==> config.mk <==
export PLATFORM = sky130hd
export DESIGN_NAME = in_shift_accumulator
export DESIGN_NICKNAME = d
export VERILOG_FILES = /design/src/rtl/in_shift_accumulator.sv
export SDC_FILE = /design/constraint.sdc
export NUM_CORES = 1
export LEC_CHECK = 0
export BUFFER_PORTS_ARGS = -buffer_cell sky130_fd_sc_hd__buf_2
export CORE_ASPECT_RATIO = 1.75
export CORE_MARGIN = 5
export CORE_UTILIZATION = 56
export CTS_BUF_LIST = sky130_fd_sc_hd__clkbuf_8
export CTS_CLUSTER_SIZE = 10
export DETAILED_ROUTE_END_ITERATION = 6
export PLACE_DENSITY = 0.84
export RECOVER_POWER = 100
export SLEW_MARGIN = 20
export SYNTH_ARGS = -nofsm -noshare
export SYNTH_HDL_FRONTEND = slang
export SYNTH_SLANG_ARGS = --single-unit
export TNS_END_PERCENT = 5
==> constraint.sdc <==
create_clock -name clock -period 7.15 [get_ports clock]
set_input_delay 1.0725 -clock clock [delete_from_list [all_inputs] [get_ports clock]]
set_output_delay 1.0725 -clock clock [all_outputs]
set_load 0.02 [all_outputs]
==> src/rtl/in_shift_accumulator.sv <==
// Input shift register with autopush/PUSH into a one-word RX buffer; ISR/count update at the accepted edge, fifo_valid one cycle later.
// Backpressure: in_ready drops only when a push is needed while the buffer is held (fifo_valid && !fifo_ready); stalls change no state.
module in_shift_accumulator #(
  parameter int WIDTH = 32
) (
  input  logic             clock,
  input  logic             reset_n,
  input  logic [WIDTH-1:0] pin_data,
  input  logic             in_valid,
  input  logic [4:0]       in_count,
  input  logic             shift_right,
  input  logic             autopush_en,
  input  logic [4:0]       push_threshold,
  input  logic             push_req,
  input  logic             push_block,
  input  logic             isr_clear,
  output logic             in_ready,
  output logic [WIDTH-1:0] fifo_data,
  output logic             fifo_valid,
  input  logic             fifo_ready,
  output logic [WIDTH-1:0] isr_value,
  output logic [5:0]       isr_count,
  output logic             rx_overflow
);

  logic [WIDTH-1:0] isr_q, isr_d;
  logic [5:0]       cnt_q, cnt_d;
  logic [WIDTH-1:0] fdat_q, fdat_d;
  logic             fvld_q, fvld_d;
  logic             ovf_q, ovf_d;

  logic [5:0]       n_bits, th_bits, new_cnt;
  logic [6:0]       cnt_sum;
  logic [4:0]       rsh;
  logic [WIDTH-1:0] low_mask, shifted;
  logic             buf_free, trig;

  always_comb begin
    n_bits  = (in_count == 5'd0) ? 6'd32 : {1'b0, in_count};
    th_bits = (push_threshold == 5'd0) ? 6'd32 : {1'b0, push_threshold};
    cnt_sum = {1'b0, cnt_q} + {1'b0, n_bits};
    new_cnt = (cnt_sum > 7'd32) ? 6'd32 : cnt_sum[5:0];
    // For counts 1..31 the right-shift entry offset is 32-n, i.e. -n mod 32.
    rsh      = 5'd0 - in_count;
    low_mask = ~({WIDTH{1'b1}} << in_count);
    if (in_count == 5'd0)
      shifted = pin_data;
    else if (shift_right)
      shifted = (isr_q >> in_count) | (pin_data << rsh);
    else
      shifted = (isr_q << in_count) | (pin_data & low_mask);
    buf_free = !fvld_q || fifo_ready;
    trig     = autopush_en && (new_cnt >= th_bits);
    in_ready = !(!buf_free && ((in_valid && trig) || (push_req && push_block)));
  end

  always_comb begin
    isr_d  = isr_q;
    cnt_d  = cnt_q;
    fdat_d = fdat_q;
    fvld_d = fvld_q && !fifo_ready;
    ovf_d  = 1'b0;
    if (isr_clear) begin
      isr_d = '0;
      cnt_d = '0;
    end else if (in_ready) begin
      if (push_req) begin
        // Only a non-blocking PUSH reaches here with the buffer held.
        if (buf_free) begin
          fdat_d = isr_q;
          fvld_d = 1'b1;
        end else begin
          ovf_d = 1'b1;
        end
        isr_d = '0;
        cnt_d = '0;
      end else if (in_valid) begin
        if (trig) begin
          fdat_d = shifted;
          fvld_d = 1'b1;
          isr_d  = '0;
          cnt_d  = '0;
        end else begin
          isr_d = shifted;
          cnt_d = new_cnt;
        end
      end
    end
  end

  always_ff @(posedge clock or negedge reset_n) begin
    if (!reset_n) begin
      isr_q  <= '0;
      cnt_q  <= '0;
      fdat_q <= '0;
      fvld_q <= 1'b0;
      ovf_q  <= 1'b0;
    end else begin
      isr_q  <= isr_d;
      cnt_q  <= cnt_d;
      fdat_q <= fdat_d;
      fvld_q <= fvld_d;
      ovf_q  <= ovf_d;
    end
  end

  assign fifo_data   = fdat_q;
  assign fifo_valid  = fvld_q;
  assign isr_value   = isr_q;
  assign isr_count   = cnt_q;
  assign rx_overflow = ovf_q;

endmodule

==> results.sh, run 1 <==
export IMPL_row_count=66
export IMPL_dp_worst_setup_slack_ns=0.7407
export IMPL_path_delay_family="compound AO/OA/AOI/OAI gates"
export IMPL_dp_hpwl_um=38980
export IMPL_vias=11980
export IMPL_p_int_w=0.0009199
export IMPL_setup_viol_count_final=0
export IMPL_root_buffer="clkbuf_8"
export IMPL_grt_pass1_wl_um=77700
export IMPL_rr_worst_depth=16
export IMPL_swShare_pct=47.20
export IMPL_p_per_area_nw_per_um2=157.6
export IMPL_cts_num_sinks=72
export IMPL_path_class="in2reg"
export IMPL_rsz0062_at_grt="no"
export IMPL_wl_per_cell_um=36.66
export IMPL_pwr_share_seq_pct=30.7
export IMPL_firstDrtPassIters=6
export IMPL_crit_chain="clkbuf_1 > inv_1 > ha_1 > inv_1 > nor2_1 > ha_1 > nor2_1 > ha_1 > fa_1 > a21o_1 > a21oi_1 > nand4_1 > a22oi_1 > nand2_1 > nor2_1 > ha_1 > and2_0 > a221oi_1 > o21ai_1 > a41oi_1 > clkbuf_1 > nor3_1 > a211oi_1"
export IMPL_postCtsHoldBufs=0
export IMPL_endpoint_kind="flop"
export IMPL_hp_class="reg2reg"
export IMPL_cp_num_cells=23
export IMPL_ios=124
export IMPL_startpoint="in_count[0]"
export IMPL_die_x_um=113.5
export IMPL_fin_tns_setup_ns=0
export IMPL_yosysWarnings=0
export IMPL_cts_tree="done"
export IMPL_yosysSeqAreaShare_pct=17.18
export IMPL_tightestPinTransition_ns=3.826
export IMPL_ir_drop_mv=0.2305
export IMPL_cap_violations=2
export IMPL_setup_ws_ns=0.4801
export IMPL_power_frac_clock_pct=17.9
export IMPL_grt_max_degree=73
export IMPL_layout_drive_gt1_share_pct=20.90
export IMPL_max_freq_mhz=149.9
export IMPL_synthCells=1167
export IMPL_synth_most_common_cell="nor2_1"
export IMPL_first_iter_violations=2067
export IMPL_post_cts_buffers=0
export IMPL_synthTopCellsByArea="mux4_2 (18%), dfrtp_1 (17%), mux2i_1 (6.9%), mux2_2 (6.3%), nor2_1 (3.5%)"
export IMPL_min_period_over_period_pct=93.28
export IMPL_synth_seq_cells=72
export IMPL_synth_top_cell_area_share_pct=17.82
export IMPL_required_ns=7.40
export IMPL_htreeDepth=3
export IMPL_r2r_start="isr_count[0]"
export IMPL_die_area_um2=21680
export IMPL_cp_start_kind="primary input"
export IMPL_p_leak_nw=4.394
export IMPL_synth_cell_type_count=82
export IMPL_portBuffers=123
export IMPL_max_slew_margin_pct=-155.1
export IMPL_antenna_found_initial=3
export IMPL_nNetsFinal=1270
export IMPL_p_switching_w=0.0008224
export IMPL_gp_congestion=1.058
export IMPL_crit_top_cell="ha_1"
export IMPL_worstSkewPairLatency_ns=0.37
export IMPL_numCtsBuffers=9
export IMPL_core_um2=18500
export IMPL_area_delta_synth_final_pct=5.367
export IMPL_r2r_slack_ns=1.87
export IMPL_cp_max_fo=15
export IMPL_slowest_stage="a41oi_1"
export IMPL_synth_avg_cell_area_um2=8.989
export IMPL_drc_errors=0
export IMPL_wirelength_um=52980
export IMPL_grt_pass1_vias=11570
export IMPL_critPathArrivalTime_ns=6.92
export IMPL_outcome="finished, violations left"
export IMPL_ys_top_cells_by_count="nor2_1 (97), nand2_1 (84), mux4_2 (83), dfrtp_1 (72), mux2i_1 (72)"
export IMPL_synth_edf_count=0
export IMPL_finalClockSkew_ns=0.01502
export IMPL_track_usage_pct=48.46
export IMPL_dieHeight_um=191.1
export IMPL_cts_resized=0
export IMPL_period_minus_slack_ns=6.670
export IMPL_slew_violations=112
export IMPL_clkTransAtPathRegs_ns=0.07
export IMPL_synth_area_um2=10490
export IMPL_cts_buffer_depth=2
export IMPL_max_stage_delay_ns=0.98
export IMPL_comb_power_share_pct=51.3
export IMPL_synth_nets=1236
export IMPL_nFillCells=1731
export IMPL_async_flop_share_pct=100.0
export IMPL_hold_viol=0
export IMPL_timing_rr_end="fifo_data[21]"
export IMPL_via_per_inst=8.289
export IMPL_grt_overflow=0
export IMPL_violations="capacitance limit, slew limit"
export IMPL_synth_flop_cell="dfrtp_1"
export IMPL_worst_path_buf_inv=4
export IMPL_detail_route_antenna_nets=0
export IMPL_start_util_pct=56.71
export IMPL_yosys_area_top_type="mux4_2"
export IMPL_crit_end="fifo_data[21]"
flip-flops by register name, summed over array words and instances, names as in the netlist:
register     cells
fifo_data       32
fifo_valid       1
isr_count        6
isr_value       32
rx_overflow      1
worst min-delay path by stage:
stage,from,endpoint,slack (ns),cells after the start
2_1_floorplan,fifo_data[15],fifo_data[15],0.59,2
3_3_place_gp,fifo_data[30],fifo_data[30],0.49,2
3_5_place_dp,fifo_data[14],fifo_data[14],0.50,2
4_1_cts,fifo_data[14],fifo_data[14],0.52,2
5_1_grt,fifo_data[1],fifo_data[1],0.53,1
6_report,fifo_data[14],fifo_data[14],0.52,2
worst reg2reg max path, cell delays in order (launching register included):
cell and delay (ns):
dfrtp_1 0.43, ha_1 0.25, fa_1 0.43, a21o_1 0.17, a21oi_1 0.31, nand4_1 0.14, a22oi_1 0.19, nand2_1 0.16
nor2_1 0.14, ha_1 0.22, and2_0 0.17, a221oi_1 0.28, o21ai_1 0.25, a41oi_1 0.98, clkbuf_1 0.66, nor3_1 0.10
a211oi_1 0.29
per-stage QoR:
| stage | cell area (µm²) | power, W | cells | hold slack [ns] | util (%) |
|---|---|---|---|---|---|
| 2_1_floorplan | 10490 | 0.001081 | 1167 | 0.5900 | - |
| 3_3_place_gp | 10980 | 0.001389 | 1427 | 0.4858 | 59.35 |
| 3_5_place_dp | 10980 | 0.001398 | 1427 | 0.4975 | 59.35 |
| 4_1_cts | 11160 | 0.001710 | 1443 | 0.5163 | 60.33 |
| 5_1_grt | 11050 | 0.001800 | 1444 | 0.5340 | 59.74 |
| 6_report | 11050 | 0.001742 | 1445 | 0.5206 | 59.75 |
metal layers:
| metal | vias up | part of all wire [%] | global-route usage [%] |
|---|---|---|---|
| met1 | 5786 | 31 | 53.40 |
| met3 | 389 | 12 | 13.78 |
| met5 | - | 0.053 | 0 |
| met4 | 4 | 12 | 41.65 |
| met2 | 1107 | 45 | 75.78 |
| li1 | 4691 | - | - |
cell families after synthesis:
| family | synth area share [%] |
|---|---|
| adder cells (fa/ha/maj) | 2.218 |
| multiplexers | 33.53 |
| buffers and inverters | 7.371 |
| XOR/XNOR | 0.2505 |
| flip-flops | 17.18 |
| AO/OA/AOI/OAI | 24.03 |
| AND/OR/NAND/NOR | 15.42 |
layout by cell type, fill, tap and decap left out, types with 9 or more instances in the layout:
master,n
nor2_1,96
nand2_1,84
mux4_2,83
clkbuf_1,78
mux2i_1,72
dfrtp_1,72
mux2_2,59
a21oi_1,57
o21ai_0,57
buf_2,49
nand3_1,31
nor3_1,29
buf_4,27
inv_1,25
o31ai_1,18
a22oi_1,17
o22ai_1,17
ha_1,17
nand2b_1,16
a22o_1,15
o211ai_1,14
a221oi_1,14
a31oi_1,13
a211oi_1,12
nor2b_1,12
a21o_1,11
and2_1,10
o2111ai_1,9
nor4_1,9
clkbuf_8,9
cell type report:
cell class	instances	area [µm²]	share of cell area (%)
clock inverter	7	56.30	0.5094
multi-input combinational	937	7929	71.73
clock buffer	9	123.9	1.121
antenna	1	2.502	0.02264
sequential	72	1802	16.30
timing repair buffer	154	740.7	6.701
inverter	27	101.3	0.9169
tap	238	297.8	2.694
power by group through the flow:
stage | sequential, W | clock [W] | combinational, W
2_1_floorplan | 0.000574 | 0 | 0.000508
3_3_place_gp | 0.000534 | 0 | 0.000855
3_5_place_dp | 0.000534 | 0 | 0.000864
4_1_cts | 0.000528 | 0.000314 | 0.000869
5_1_grt | 0.000538 | 0.000332 | 0.000930
6_report | 0.000536 | 0.000312 | 0.000895
(Power assumes the default switching activity.)
==> inputs of run 2 (changes only) <==
Settings changed: CTS_BUF_LIST sky130_fd_sc_hd__clkbuf_8 to sky130_fd_sc_hd__clkbuf_2 sky130_fd_sc_hd__clkbuf_4 sky130_fd_sc_hd__clkbuf_8.
==> run 2 against run 1 <==
  * The run ends with DRC, capacitance limit, slew limit left
  * Sequential cell count unchanged
  * Clock-buffer cell count increased by 3
  * Largest cell class unchanged
  * Wire length barely moved
  * Register-to-register slack improved by 0.17 ns
  * Combinational power about the same
==> results.sh, run 2 (synthesized netlist as in run 1, its figures left out) <==
export IMPL_max_stage_delay_ns=0.43
export IMPL_htreeDepth=3
export IMPL_cts_buffer_depth=2
export IMPL_slowest_stage="fa_1"
export IMPL_die_x_um=113.5
export IMPL_hp_class="reg2reg"
export IMPL_finalClockSkew_ns=0.01283
export IMPL_grt_max_degree=73
export IMPL_via_per_inst=8.228
export IMPL_placed_cell_area_um2=10980
export IMPL_worstSkewPairLatency_ns=0.35
export IMPL_dp_hpwl_um=38980
export IMPL_cap_violations=2
export IMPL_hold_viol=0
export IMPL_min_period_over_period_pct=92.69
export IMPL_outcome="finished, violations left"
export IMPL_row_count=66
export IMPL_rr_worst_depth=15
export IMPL_slew_violations=112
export IMPL_cp_start_kind="primary input"
export IMPL_wl_met3_um=6433
export IMPL_final_cell_mix="nor2_1 (96), nand2_1 (84), mux4_2 (83), clkbuf_1 (77)"
export IMPL_start_util_pct=56.71
export IMPL_endpoint_kind="primary output"
export IMPL_crit_chain="clkbuf_1 > inv_1 > ha_1 > inv_1 > nor2_1 > ha_1 > nor2_1 > ha_1 > fa_1 > a21o_1 > a21oi_1 > nand4_1 > a22oi_1 > nand2_1 > nor2_1 > ha_1 > and2_0 > a221oi_1 > o21ai_1 > and2_0 > nand2_1 > a21o_1 > clkbuf_1"
export IMPL_max_freq_mhz=150.9
export IMPL_required_ns=6.08
export IMPL_tightestPinTransition_ns=3.811
export IMPL_cp_max_fo=8
export IMPL_r2r_slack_ns=2.04
export IMPL_area_delta_synth_final_pct=5.487
export IMPL_grt_pass1_vias=11540
export IMPL_critPathArrivalTime_ns=5.55
export IMPL_post_cts_buffers=0
export IMPL_rsz0062_at_grt="no"
export IMPL_nFillCells=1723
export IMPL_design_area_um2=11070
export IMPL_period_minus_slack_ns=6.627
export IMPL_grt_overflow=0
export IMPL_clkTransAtPathRegs_ns=0.07
export IMPL_vias=11890
export IMPL_portBuffers=123
export IMPL_postCtsHoldBufs=0
export IMPL_ios=124
export IMPL_detail_route_antenna_nets=0
export IMPL_antenna_found_initial=3
export IMPL_layout_drive_gt1_share_pct=21.16
export IMPL_dieHeight_um=191.1
export IMPL_gp_congestion=1.058
export IMPL_nNetsFinal=1269
export IMPL_die_area_um2=21680
export IMPL_core_um2=18500
export IMPL_path_class="in2out"
export IMPL_root_buffer="clkbuf_8"
export IMPL_cts_resized=0
export IMPL_ir_drop_mv=0.2307
export IMPL_wirelength_um=53010
export IMPL_p_leak_nw=4.392
export IMPL_track_usage_pct=48.56
export IMPL_setup_viol_count_final=0
export IMPL_fin_tns_setup_ns=0
export IMPL_cts_tree="done"
export IMPL_wl_per_cell_um=36.68
export IMPL_numCtsBuffers=9
export IMPL_wl_met2_um=24270
export IMPL_power_total_w=0.001756
export IMPL_highest_layer="met5"
export IMPL_cts_num_sinks=72
export IMPL_first_iter_violations=2244
export IMPL_drc_errors=1
export IMPL_max_slew_margin_pct=-154.1
export IMPL_violations="DRC, capacitance limit, slew limit"
export IMPL_hold_depth=2
export IMPL_met1_length_um=16300
export IMPL_p_per_area_nw_per_um2=158.7
export IMPL_final_common_cell="nor2_1"
export IMPL_crit_top_cell="ha_1"
export IMPL_firstDrtPassIters=7
export IMPL_grt_pass1_wl_um=77740
[run 2: cell types whose count changed in the layout (fill, tap and decap cells not counted)]
cell | before | now
buf_2 | 49 | 48
buf_4 | 27 | 28
clkbuf_1 | 78 | 77
clkbuf_4 | 0 | 3
diode_2 | 1 | 2
inv_1 | 25 | 22
o21ai_0 | 57 | 58
o21ai_1 | 4 | 3
[run 2: metal layers]
metal | vias to the layer above | global-route usage, %
met4 | 2 | 38.92
met2 | 1136 | 77.39
met1 | 5696 | 53.50
met5 | - | 0
met3 | 372 | 13.72
li1 | 4683 | -
[run 2: final timing paths]
kind                                from       endpoint
setup / recovery             in_count[0]       in_ready
setup reg to reg            isr_count[0]   isr_value[7]
hold reg to reg            fifo_data[14]  fifo_data[14]
max in group asynchronous        reset_n  isr_value[23]
hold / removal             fifo_data[14]  fifo_data[14]
min in group asynchronous        reset_n   fifo_data[7]
[run 2: power by group]
group | switching [W] | internal (W) | total, W
clock network | 0.000153 | 0.000171 | 0.000325
logic | 0.000591 | 0.000302 | 0.000894
registers | 0.0000750 | 0.000462 | 0.000537
[run 2: area by class of cell]
| cell class | instances | area (µm²) | share of cell area [%] |
|---|---|---|---|
| Antenna cell | 2 | 5.005 | 0.04523 |
| Tap cell | 238 | 297.8 | 2.691 |
| Clock inverter | 4 | 45.04 | 0.4071 |
| Timing Repair Buffer | 153 | 739.5 | 6.683 |
| Multi-Input combinational cell | 937 | 7929 | 71.65 |
| Sequential cell | 72 | 1802 | 16.28 |
| Inverter | 27 | 101.3 | 0.9159 |
| Clock buffer | 12 | 146.4 | 1.323 |
[run 2: through the flow]
stage / hold WS, ns / worst slack (ns) / utilization [%] / cells
2_1_floorplan: 0.5900 / 0.1625 / - / 1167
3_3_place_gp: 0.4858 / 0.8626 / 59.35 / 1427
3_5_place_dp: 0.4975 / 0.7407 / 59.35 / 1427
4_1_cts: 0.5162 / 0.7201 / 60.39 / 1443
5_1_grt: 0.5338 / 0.2588 / 59.79 / 1443
6_report: 0.5217 / 0.5228 / 59.82 / 1445
[run 2: critical path, delay by kind of cell]
| family | cells | cell delay [ns] |
|---|---|---|
| fa+ha+maj | 5 | 1.44 |
| compound gates | 6 | 1.30 |
| simple gates | 8 | 1.20 |
| buf+inv | 4 | 0.54 |
